==> src/rtl/fifo_wr_arbiter.sv <==
// fifo_wr_arbiter: round-robin arbiter sharing one synchronous FIFO write port
// among NUM_REQ producers. Each grant issues one registered write. Issue is
// throttled on full/almostfull so the FIFO never overflows from this block's
// writes. The producer that owned each write is acknowledged when the FIFO
// returns wr_ack, one cycle after the write edge.
module fifo_wr_arbiter #(
  parameter int NUM_REQ    = 4,
  parameter int FIFO_WIDTH = 16
) (
  input  logic                            clk,
  input  logic                            rst_n,
  input  logic [NUM_REQ-1:0]              req,
  input  logic [NUM_REQ*FIFO_WIDTH-1:0]   req_data,
  output logic [NUM_REQ-1:0]              gnt,
  output logic [NUM_REQ-1:0]              req_ack,
  output logic                            fifo_wr_en,
  output logic [FIFO_WIDTH-1:0]           fifo_data_in,
  input  logic                            fifo_full,
  input  logic                            fifo_almostfull,
  input  logic                            fifo_wr_ack,
  input  logic                            fifo_overflow,
  output logic                            ovf_err,
  output logic [$clog2(NUM_REQ)-1:0]      ovf_src
);

  localparam int IDX_W = $clog2(NUM_REQ);

  // Registered state
  logic [NUM_REQ-1:0]    gnt_q,     gnt_d;
  logic [NUM_REQ-1:0]    own_q,     own_d;      // owner of the write in flight
  logic                  wr_en_q,   wr_en_d;
  logic [FIFO_WIDTH-1:0] data_q,    data_d;
  logic [IDX_W-1:0]      ptr_q,     ptr_d;      // round-robin search start
  logic                  ovf_err_q, ovf_err_d;
  logic [IDX_W-1:0]      ovf_src_q, ovf_src_d;

  // Arbitration intermediates
  logic [NUM_REQ-1:0]    elig;
  logic                  found;
  logic                  issue;
  logic [IDX_W-1:0]      winner;
  logic [IDX_W-1:0]      own_idx;
  int                    idx;

  // Round-robin search over producers not granted in the current cycle, plus throttling.
  // NOTE: every variable written here gets a default before any conditional
  // assignment, so no path leaves a value held and no latch is inferred.
  always_comb begin
    elig   = req & ~gnt_q;
    found  = 1'b0;
    winner = '0;
    idx    = 0;
    for (int k = 0; k < NUM_REQ; k++) begin
      idx = int'(ptr_q) + k;
      if (idx >= NUM_REQ) idx = idx - NUM_REQ;
      if (!found && elig[idx]) begin
        found  = 1'b1;
        winner = IDX_W'(idx);
      end
    end
    // A write in flight lands at the next edge, so almostfull then means full.
    issue = found && !fifo_full && !(wr_en_q && fifo_almostfull);
  end

  // Encode the one-hot owner register into a producer index for error capture.
  always_comb begin
    own_idx = '0;
    for (int i = 0; i < NUM_REQ; i++) begin
      if (own_q[i]) own_idx = IDX_W'(i);
    end
  end

  // Next-state for grant, write port, pointer, owner tracking and sticky error.
  always_comb begin
    gnt_d     = '0;
    wr_en_d   = 1'b0;
    data_d    = data_q;
    ptr_d     = ptr_q;
    own_d     = gnt_q;
    ovf_err_d = ovf_err_q;
    ovf_src_d = ovf_src_q;
    if (issue) begin
      gnt_d[winner] = 1'b1;
      wr_en_d       = 1'b1;
      data_d        = req_data[int'(winner)*FIFO_WIDTH +: FIFO_WIDTH];
      ptr_d         = (winner == IDX_W'(NUM_REQ - 1)) ? '0 : winner + 1'b1;
    end
    // Only the first overflow is recorded; later ones keep the original source.
    if (fifo_overflow && (|own_q) && !ovf_err_q) begin
      ovf_err_d = 1'b1;
      ovf_src_d = own_idx;
    end
  end

  // State register with synchronous active-low reset.
  // NOTE: sequential state uses non-blocking assignments so every flop samples
  // pre-edge values regardless of statement order or process scheduling.
  always_ff @(posedge clk) begin
    if (!rst_n) begin
      gnt_q     <= '0;
      own_q     <= '0;
      wr_en_q   <= 1'b0;
      data_q    <= '0;
      ptr_q     <= '0;
      ovf_err_q <= 1'b0;
      ovf_src_q <= '0;
    end else begin
      gnt_q     <= gnt_d;
      own_q     <= own_d;
      wr_en_q   <= wr_en_d;
      data_q    <= data_d;
      ptr_q     <= ptr_d;
      ovf_err_q <= ovf_err_d;
      ovf_src_q <= ovf_src_d;
    end
  end

  assign gnt          = gnt_q;
  assign fifo_wr_en   = wr_en_q;
  assign fifo_data_in = data_q;
  assign ovf_err      = ovf_err_q;
  assign ovf_src      = ovf_src_q;
  // The ack is the only combinational output: owner of last edge's write gated by wr_ack.
  assign req_ack      = own_q & {NUM_REQ{fifo_wr_ack}};

endmodule

==> config.mk <==
export PLATFORM = sky130hd
export DESIGN_NAME = fifo_wr_arbiter
export DESIGN_NICKNAME = d
export VERILOG_FILES = /design/src/rtl/fifo_wr_arbiter.sv
export SDC_FILE = /design/constraint.sdc
export NUM_CORES = 1
export LEC_CHECK = 0
export CAP_MARGIN = 20
export CORE_UTILIZATION = 30
export DETAILED_ROUTE_END_ITERATION = 8
export PLACE_DENSITY = 0.8
export SYNTH_ARGS = -nofsm -noshare
export SYNTH_HDL_FRONTEND = slang
export SYNTH_SLANG_ARGS = --single-unit
==> constraint.sdc <==
create_clock -name clk -period 2.1 [get_ports clk]
set_input_delay 0.315 -clock clk [delete_from_list [all_inputs] [get_ports clk]]
set_output_delay 0.315 -clock clk [all_outputs]
set_load 0.05 [all_outputs]
Yosys cells after proc, flatten, opt, wreduce, memory -nomap -nowiden

Cells that the tools add are included.

Register bits after elaboration: 30
Latch bits: 0
Bits in writable memories: 0
Memory bits (read-only): 0
Input bits: 74
Output and inout bits: 28
Logic and storage cells: 78
Memories kept: 0

Add/sub/neg operators: 8
Multipliers: 0
Div/mod/pow operators: 0
Order comparisons: 10
Eq/ne operators: 1
Shift-type cells: 1
Multiplexer cells: 31
Bitwise logic cells: 3
Reductions and logical operators: 17

Operator list:

| operator                                             | number |
|---|---|
| < comparator 32 x 4 -> 1 bit (second input constant) | 4 |
| two-way mux 32 bit                                   | 4 |
| variable part select 64 x 7 -> 16 bit                | 1 |
| two-way mux 1 bit                                    | 15 |
| two-way mux 2 bit                                    | 7 |
| subtractor 3 x 3 -> 4 bit (second input constant)    | 3 |
| >= comparator 3 bit (second input constant)          | 3 |
| logical AND 1 bit                                    | 9 |
| bitwise AND 4 bit                                    | 2 |
| binary-select mux 1 bit (select 2 bit)               | 4 |
| adder 2 x 2 -> 3 bit (second input constant)         | 2 |
| zero test 1 bit                                      | 6 |
| NOT 4 bit                                            | 1 |
| OR reduction 4 bit                                   | 1 |
| subtractor 2 x 3 -> 4 bit (second input constant)    | 1 |
| adder 2 x 1 -> 3 bit (second input constant)         | 1 |
| >= comparator 2 x 3 -> 1 bit (second input constant) | 1 |
| < comparator 2 x 3 -> 1 bit (second input constant)  | 1 |
| adder 2 x 1 -> 2 bit (second input constant)         | 1 |
| demux 1 bit (select 2 bit)                           | 1 |
| == test 2 bit (second input constant)                | 1 |
| >= comparator 2 x 1 -> 1 bit (second input constant) | 1 |
| AND reduction 2 bit                                  | 1 |

Logic depth before layout (Yosys ltp)

Gate-level depths: netlist (run 1).

Word-level depth: 19
Gate-level depth with buffers: 9
Mapped depth without buffers: 7

Worst setup path before layout (run 1)

OpenSTA, ideal clock, no wires.

Path type: reg2reg
Start point: reg gnt_q[0], in the netlist gnt[0]
End point: reg data_q[10], in the netlist fifo_data_in[10]
Arrival time: 2.236 ns
Slack: -0.252 ns
Cell stages (with the launch flop): 8
Path buffers: 2
Period minus slack after synthesis: 2.352 ns
Path through: dfxtp_1 -> or4b_1 -> o311ai_1 -> or2_1 -> buf_6 -> buf_12 -> mux4_2 -> a22o_1

Cells in the longest elaborated chain, start to end: 17
Elaborated cells between the ends (all ways): 31

RTL lines:

| what                                                                                            | line | source |
|---|---|---|
| start: declaration                                                                              | 29   | `logic [NUM_REQ-1:0] gnt_q, gnt_d;` |
| start signal: assignment                                                                        | 108  | `gnt_q <= gnt_d;` |
| NOT 4 bit (*)                                                                                   | 49   | `elig = req & ~gnt_q;` |
| bitwise AND 4 bit (*)                                                                           | 49   |  |
| parallel branches: the longest is 15 deep, another holds binary-select mux 1 bit (select 2 bit) | n/a  |  |
| end signal: assignment                                                                          | 111  | `data_q <= data_d;` |
| end: declaration                                                                                | 32   | `logic [FIFO_WIDTH-1:0] data_q, data_d;` |

Every way passes the cells marked *. The select of a mux whose other input is x is not followed.
A chain may end at the register's enable or synchronous reset.

Final worst setup path (run 1)

Start point: reg ptr_q[1]
End point: reg data_q[7], in the netlist fifo_data_in[7]

Cells in the longest elaborated chain, start to end: 17
Elaborated cells between the ends (all ways): 44

RTL lines:

| what                                                                               | line | source |
|---|---|---|
| start: declaration                                                                 | 33   | `logic [IDX_W-1:0] ptr_q, ptr_d;` |
| start signal: assignment                                                           | 112  | `ptr_q <= ptr_d;` |
| parallel branches: the longest is 17 deep, another holds subtractor 3 x 3 -> 4 bit | n/a  |  |

Parallel ways; which one is timed is not known. The select of a mux whose other input is x is not followed.

==> impl_metrics.py, run 1 <==
metrics = {
    "outcome": {
        "outcome": "finished, violations left",
        "violations": "negative setup slack",
    },
    "worst_setup_path": {
        "critPathLaunchType": "flop",
        "cp_max_fo": 5,
        "worst-setup-path-type": "flop to flop",
        "rr_worst_depth": 6,
        "worstPathArrival_ns": 2.32,
        "end_kind": "flop",
        "worst_ep_required_time_ns": 2.26,
    },
    "global_route": {
        "use_met3": 0.04201,
        "overflow": 0,
        "grt_pass1_wl_um": 6541,
        "grt_max_degree": 20,
        "grt_pass1_vias": 1464,
        "grt_use_met1": 0.1739,
        "grt_use_total": 0.1615,
        "busiest_layer": "met2",
        "use_met2": 0.2980,
        "antenna_found_initial": 0,
    },
    "floorplan": {
        "pin_count": 102,
        "initial_core_util": 0.3218,
        "num_rows": 25,
        "die_area_um2": 5527,
        "die_x_um": 74.35,
        "dieHeight_um": 74.35,
        "core_um2": 4880,
    },
    "placement": {
        "dp_hpwl_um": 3231,
        "gp_congestion": 0.7665,
        "placed_area_um2": 2809,
        "dp_cells": 301,
        "port_buffers": 101,
    },
    "drt": {
        "drtIter0Drc": 34,
        "ant_nets": 0,
        "viasPerCell": 4.778,
        "wire_per_inst_um": 13.98,
        "remaining_drc_errors": 0,
        "drt_wl_total_um": 4403,
        "num_vias": 1505,
        "dr.pass1.iters": 4,
    },
    "synth": {
        "yosys_register_bits": 30,
        "ys_async_sr_fraction": 0,
        "synth_most_common_cell": "dfxtp_1",
        "yosys.area.top_type_share": 0.3825,
        "syn_area_per_cell_um2": 12.46,
        "yosys_warnings": 0,
        "synthMuxAreaShare": 0.2550,
        "synth_fa_ha_area_frac": 0.03187,
        "syn_nets": 204,
        "ys_types": 32,
        "synth.area.top_cells": "dfxtp_1, mux4_1, mux4_2, a22o_1, and2_1",
        "synth_top_family_by_area": "multiplexers",
        "syn_area_um2": 1570,
        "synth_edf_count": 0,
        "yosys.area.top_type": "dfxtp_1",
        "syn_inst": 126,
        "synth_compound_area_frac": 0.1602,
        "synth_xor_area_frac": 0,
        "synth_commonest_cells": "dfxtp_1, a22o_1, and2_1, mux4_1, mux4_2",
        "yosysSeqAreaShare": 0.3825,
        "synthSimpleGateAreaFrac": 0.1211,
        "ys.flop_type": "dfxtp_1",
    },
    "cells_and_area": {
        "area_delta_synth_final_pct": 89.24,
        "design_area_um2": 2972,
        "seq_area_um2": 611.8,
        "final_cells": 315,
        "num-fill-cells": 418,
        "multi_input_area_um2": 908.4,
        "fin_util": 0.6090,
        "drive_above_1_share": 0.2460,
        "nets": 325,
        "antenna_cells": 0,
    },
    "clock_network": {
        "clock-sinks": 30,
        "cts_tree": "built",
        "htree_levels": 2,
        "cts_buffers": 5,
        "clk_latency_ns": 0.27,
        "clockBufferDepth": 2,
        "clkTransAtPathRegs_ns": 0.06,
        "root_buffer": "clkbuf_8",
    },
    "sta": {
        "setup_ws_ns": -0.06173,
        "fin_setup_tns_ns": -0.7322,
        "whs_ns": 0.4754,
        "fmax_mhz": 462.6,
        "fin_crit_ns": 2.162,
        "hold_viol_final": 0,
        "relSlewSlack": 0.6509,
        "finalSetupViolations": 16,
        "maxSlewViolCount": 0,
        "max_slew.worst_pin.slew_ns": 0.5220,
        "fin_crit_sh": 1.029,
        "clock_skew_ns": 0.005867,
        "rsz0062_at_grt": "yes",
    },
    "power": {
        "max-vdd-ir-drop_mv": 0.3052,
        "clkPwrFrac": 0.214,
        "p_seq_frac": 0.332,
        "switchingPower_w": 0.0006329,
        "p_int_w": 0.001357,
        "p_comb_frac": 0.454,
        "p_sw_frac": 0.3181,
        "leakage_nw": 1.167,
        "power_density_nw_per_um2": 669.6,
    },
    "flow_run": {
        "max_cap_violations": 0,
    },
    "worst_hold_path": {
        "hold_path.class": "flop to flop",
        "hold_depth": 1,
    },
}
## area by class of cell
class                   instances  area share
flip-flops and latches         30      0.2059
multi-input cells              83      0.3057
well taps                      67     0.02821
repair buffers                122      0.4265
clock buffers                   6     0.02442
clock inverters                 2    0.002947
inverters                       5    0.006316
## critical path, stage by stage (launching register included)
cell and delay, ns:
dfxtp_2 0.35, or4bb_4 0.54, o311ai_4 0.10, or2_4 0.22
buf_8 0.14, mux4_2 0.50, a22o_1 0.19
## per-stage QoR
stage / power [W] / setup WS (ns)
floorplan: 0.001149 / -0.09840
global placement: 0.001458 / -0.5234
detailed placement: 0.001472 / -0.5794
CTS: 0.002035 / -0.1435
global route: 0.002100 / -0.1225
finish: 0.001990 / -0.06173
## flip-flops by register name, summed over array words and instances (netlist names)
name and cells:
own_q 4, ovf_src 2, ptr_q 2, ovf_err 1
gnt 4, fifo_wr_en 1, fifo_data_in 16
## power groups by stage
stage	clock, W	sequential (W)	combinational (W)
2_1_floorplan	0	0.000829	0.000319
5_1_grt	0.000469	0.000666	0.000965
3_5_place_dp	0	0.000670	0.000802
6_report	0.000426	0.000660	0.000903
3_3_place_gp	0	0.000669	0.000789
4_1_cts	0.000440	0.000660	0.000935
## routing by layer
layer  vias up  part of all wire
met2        69              0.54
li1        726                 -
met3         4             0.060
met4         0             0.011
met1       706              0.39
met5         -                 0
## timing repair
item | CTS | global route
buffers inserted | 4 | 3
cloned | 2 | 0
setup endpoints to repair | 17 | 19
hold buffers | 0 | 0
pin swaps | 17 | 6
gates resized for setup | 21 | 7
## cells by family after synthesis
group,Yosys count
AOI/OAI and AO/OA,32
and+or+nand+nor,30
DFF,30
muxes,17
buffers and inverters,13
adders and majority gates,4
## placed cells by master, fill, tap and decap left out, drive strengths merged, types with 2 or more instances in the layout
| master | Yosys | layout |
|---|---|---|
| a21oi | 6 | 6 |
| dlygate4sd2 | 0 | 2 |
| o21ai | 3 | 3 |
| mux4 | 16 | 16 |
| and2 | 9 | 9 |
| clkbuf | 2 | 6 |
| a22o | 16 | 16 |
| and3 | 4 | 4 |
| nor2b | 6 | 6 |
| nand2b | 2 | 2 |
| nand2 | 2 | 2 |
| inv | 5 | 5 |
| ha | 4 | 4 |
| clkinv | 0 | 2 |
| clkdlybuf4s50 | 0 | 95 |
| dfxtp | 30 | 30 |
| buf | 6 | 25 |
## worst paths after layout
path / start / end / slack, ns
min reg2reg: fifo_data_in[4]$_SDFFE_PN0P_ / fifo_data_in[4]$_SDFFE_PN0P_ / 0.48
min: fifo_data_in[4]$_SDFFE_PN0P_ / fifo_data_in[4]$_SDFFE_PN0P_ / 0.48
max reg2reg: ptr_q[1]$_SDFFE_PN0P_ / fifo_data_in[7]$_SDFFE_PN0P_ / -0.06
max: ptr_q[1]$_SDFFE_PN0P_ / fifo_data_in[7]$_SDFFE_PN0P_ / -0.06
(Power assumes the default switching activity.)
==> run 2, diff against run 1 <==
--- a/config.mk
+++ b/config.mk
@@ -6,6 +6,7 @@
 export NUM_CORES = 1
 export LEC_CHECK = 0
 export CAP_MARGIN = 20
+export CORE_ASPECT_RATIO = 1.75
 export CORE_UTILIZATION = 30
 export DETAILED_ROUTE_END_ITERATION = 8
 export PLACE_DENSITY = 0.8
==> run 2 against run 1 <==
  * The flow finishes with violations (design-rule violations, negative setup slack)
  * Sequential share of layout area barely moved
  * Clock power rose by 11%
  * Cell count fell by 4.4%
  * Combinational power rose by 1%
  * Global-route usage rose by 2.2 points
  * Core utilization fell by 1.7 points
  * Sequential cell count did not move
  * Clock skew rose by 0.0024 ns
  * Sequential power barely moved
==> impl_metrics.py, run 2 (same netlist as run 1, synthesis figures left out) <==
metrics = {
    "outcome": {
        "outcome": "finished, violations left",
        "violations": "design-rule violations, negative setup slack",
    },
    "clock_network": {
        "root_buffer": "clkbuf_8",
        "clk_latency_ns": 0.28,
        "htree_levels": 2,
        "cts_buffers": 5,
        "cts_tree": "built",
        "cts_hold_buf": 0,
        "clkTransAtPathRegs_ns": 0.07,
        "clockBufferDepth": 2,
        "clock-sinks": 30,
    },
    "floorplan": {
        "initial_core_util": 0.3128,
        "die_area_um2": 5539,
        "pin_count": 102,
        "dieHeight_um": 97.71,
        "die_x_um": 56.69,
        "num_rows": 34,
        "core_um2": 5020,
    },
    "sta": {
        "setup_ws_ns": -0.06904,
        "fin_setup_tns_ns": -0.6584,
        "finalSetupViolations": 16,
        "clock_skew_ns": 0.008268,
        "relSlewSlack": 0.6443,
        "fin_crit_sh": 1.033,
        "fin_crit_ns": 2.169,
        "fmax_mhz": 461.0,
        "max_slew.worst_pin.slew_ns": 0.5318,
        "maxSlewViolCount": 0,
        "hold_viol_final": 0,
        "rsz0062_at_grt": "yes",
    },
    "drt": {
        "drtIter0Drc": 36,
        "viasPerCell": 5.179,
        "ant_nets": 0,
        "drt_wl_total_um": 4804,
        "num_vias": 1559,
        "dr.pass1.iters": 6,
        "remaining_drc_errors": 8,
        "wire_per_inst_um": 15.96,
    },
    "cells_and_area": {
        "drive_above_1_share": 0.2510,
        "nets": 324,
        "layout_commonest_cell": "clkdlybuf4s50_1",
        "final_cell_mix": "clkdlybuf4s50_1, dfxtp_1, mux4_2, a22o_1, buf_4",
        "area_delta_synth_final_pct": 89.40,
        "largest_reg_flops": 16,
        "antenna_cells": 0,
    },
    "worst_setup_path": {
        "worst-setup-path-type": "flop to flop",
        "end_kind": "flop",
        "worst_ep_required_time_ns": 2.26,
        "cp_max_fo": 5,
        "critPathLaunchType": "flop",
        "rr_worst_depth": 6,
        "worstPathArrival_ns": 2.33,
    },
    "power": {
        "leakage_nw": 1.171,
        "max-vdd-ir-drop_mv": 0.3261,
        "power_density_nw_per_um2": 688.0,
        "power_w": 0.002046,
    },
    "worst_hold_path": {
        "hold_path.class": "flop to flop",
        "hold_depth": 1,
    },
    "global_route": {
        "antenna_found_initial": 0,
        "grt_max_degree": 19,
        "grt_pass1_vias": 1683,
        "grt_use_total": 0.1835,
        "overflow": 0,
        "grt_pass1_wl_um": 7852,
    },
    "placement": {
        "dp_hpwl_um": 3571,
        "gp_congestion": 0.7578,
        "port_buffers": 101,
    },
    "flow_run": {
        "max_cap_violations": 0,
    },
}
-- run 2: cell count changes in the layout (fill, tap and decap cells not counted) --
cell        delta
buf_12         +1
buf_4          -2
clkbuf_1       -1
clkbuf_8       +1
clkinv_1       -1
clkinvlp_4     +1
-- run 2: power by group --
part           switching (W)  internal, W  total (W)
Sequential         0.0000345     0.000626   0.000660
Clock               0.000210     0.000263   0.000473
Combinational       0.000407     0.000506   0.000913
Total               0.000652      0.00139    0.00205
-- run 2: area by class of cell --
class / count / area, um^2
repair buffers: 121 / 1272
inverters: 5 / 18.77
fillers: 419 / 2046
clock buffers: 6 / 82.58
flip-flops and latches: 30 / 611.8
well taps: 54 / 67.56
clock inverters: 2 / 12.51
multi-input cells: 83 / 908.4
-- run 2: worst paths after layout --
check	from	endpoint	slack (ns)
hold / removal	fifo_data_in[13]$_SDFFE_PN0P_	fifo_data_in[13]$_SDFFE_PN0P_	0.48
hold reg to reg	fifo_data_in[13]$_SDFFE_PN0P_	fifo_data_in[13]$_SDFFE_PN0P_	0.48
setup / recovery	ptr_q[0]$_SDFFE_PN0P_	fifo_data_in[7]$_SDFFE_PN0P_	-0.07
setup reg to reg	ptr_q[0]$_SDFFE_PN0P_	fifo_data_in[7]$_SDFFE_PN0P_	-0.07
-- run 2: metrics by stage --
| step | area, um^2 | hold slack (ns) | cells | worst slack (ns) | utilization |
|---|---|---|---|---|---|
| 6_report | 2974 | 0.4848 | 301 | -0.06904 | 0.5925 |
| 5_1_grt | 2974 | 0.5026 | 301 | -0.1425 | 0.5925 |
| 4_1_cts | 3013 | 0.4810 | 303 | -0.1315 | 0.6002 |
| 3_5_place_dp | 2813 | 0.4646 | 289 | -0.5772 | 0.5603 |
| 3_3_place_gp | 2813 | 0.4612 | 289 | -0.5351 | 0.5603 |
| 2_1_floorplan | 1579 | 0.4601 | 126 | -0.09840 | - |
-- run 2: repair_timing --
| action | in CTS | in global routing |
|---|---|---|
| gates resized for setup | 22 | 6 |
| setup buffers | 4 | 1 |
| gates cloned | 2 | 0 |
| pin swaps | 20 | 6 |
| setup endpoints to repair | 19 | 19 |
-- run 2: per-layer routing --
layer,global-route usage,part of all wire,up-vias
met2,0.3526,0.59,81
met5,0,0,-
met3,0.03995,0.064,10
met1,0.1877,0.33,738
li1,-,-,730
met4,0.06346,0.022,0
-- run 2: critical path: stages, from the launching register on --
cell and delay, ns:
dfxtp_2 0.33, or4bb_4 0.55, o311ai_4 0.11, or2_4 0.23, buf_8 0.14, mux4_2 0.50, a22o_1 0.20
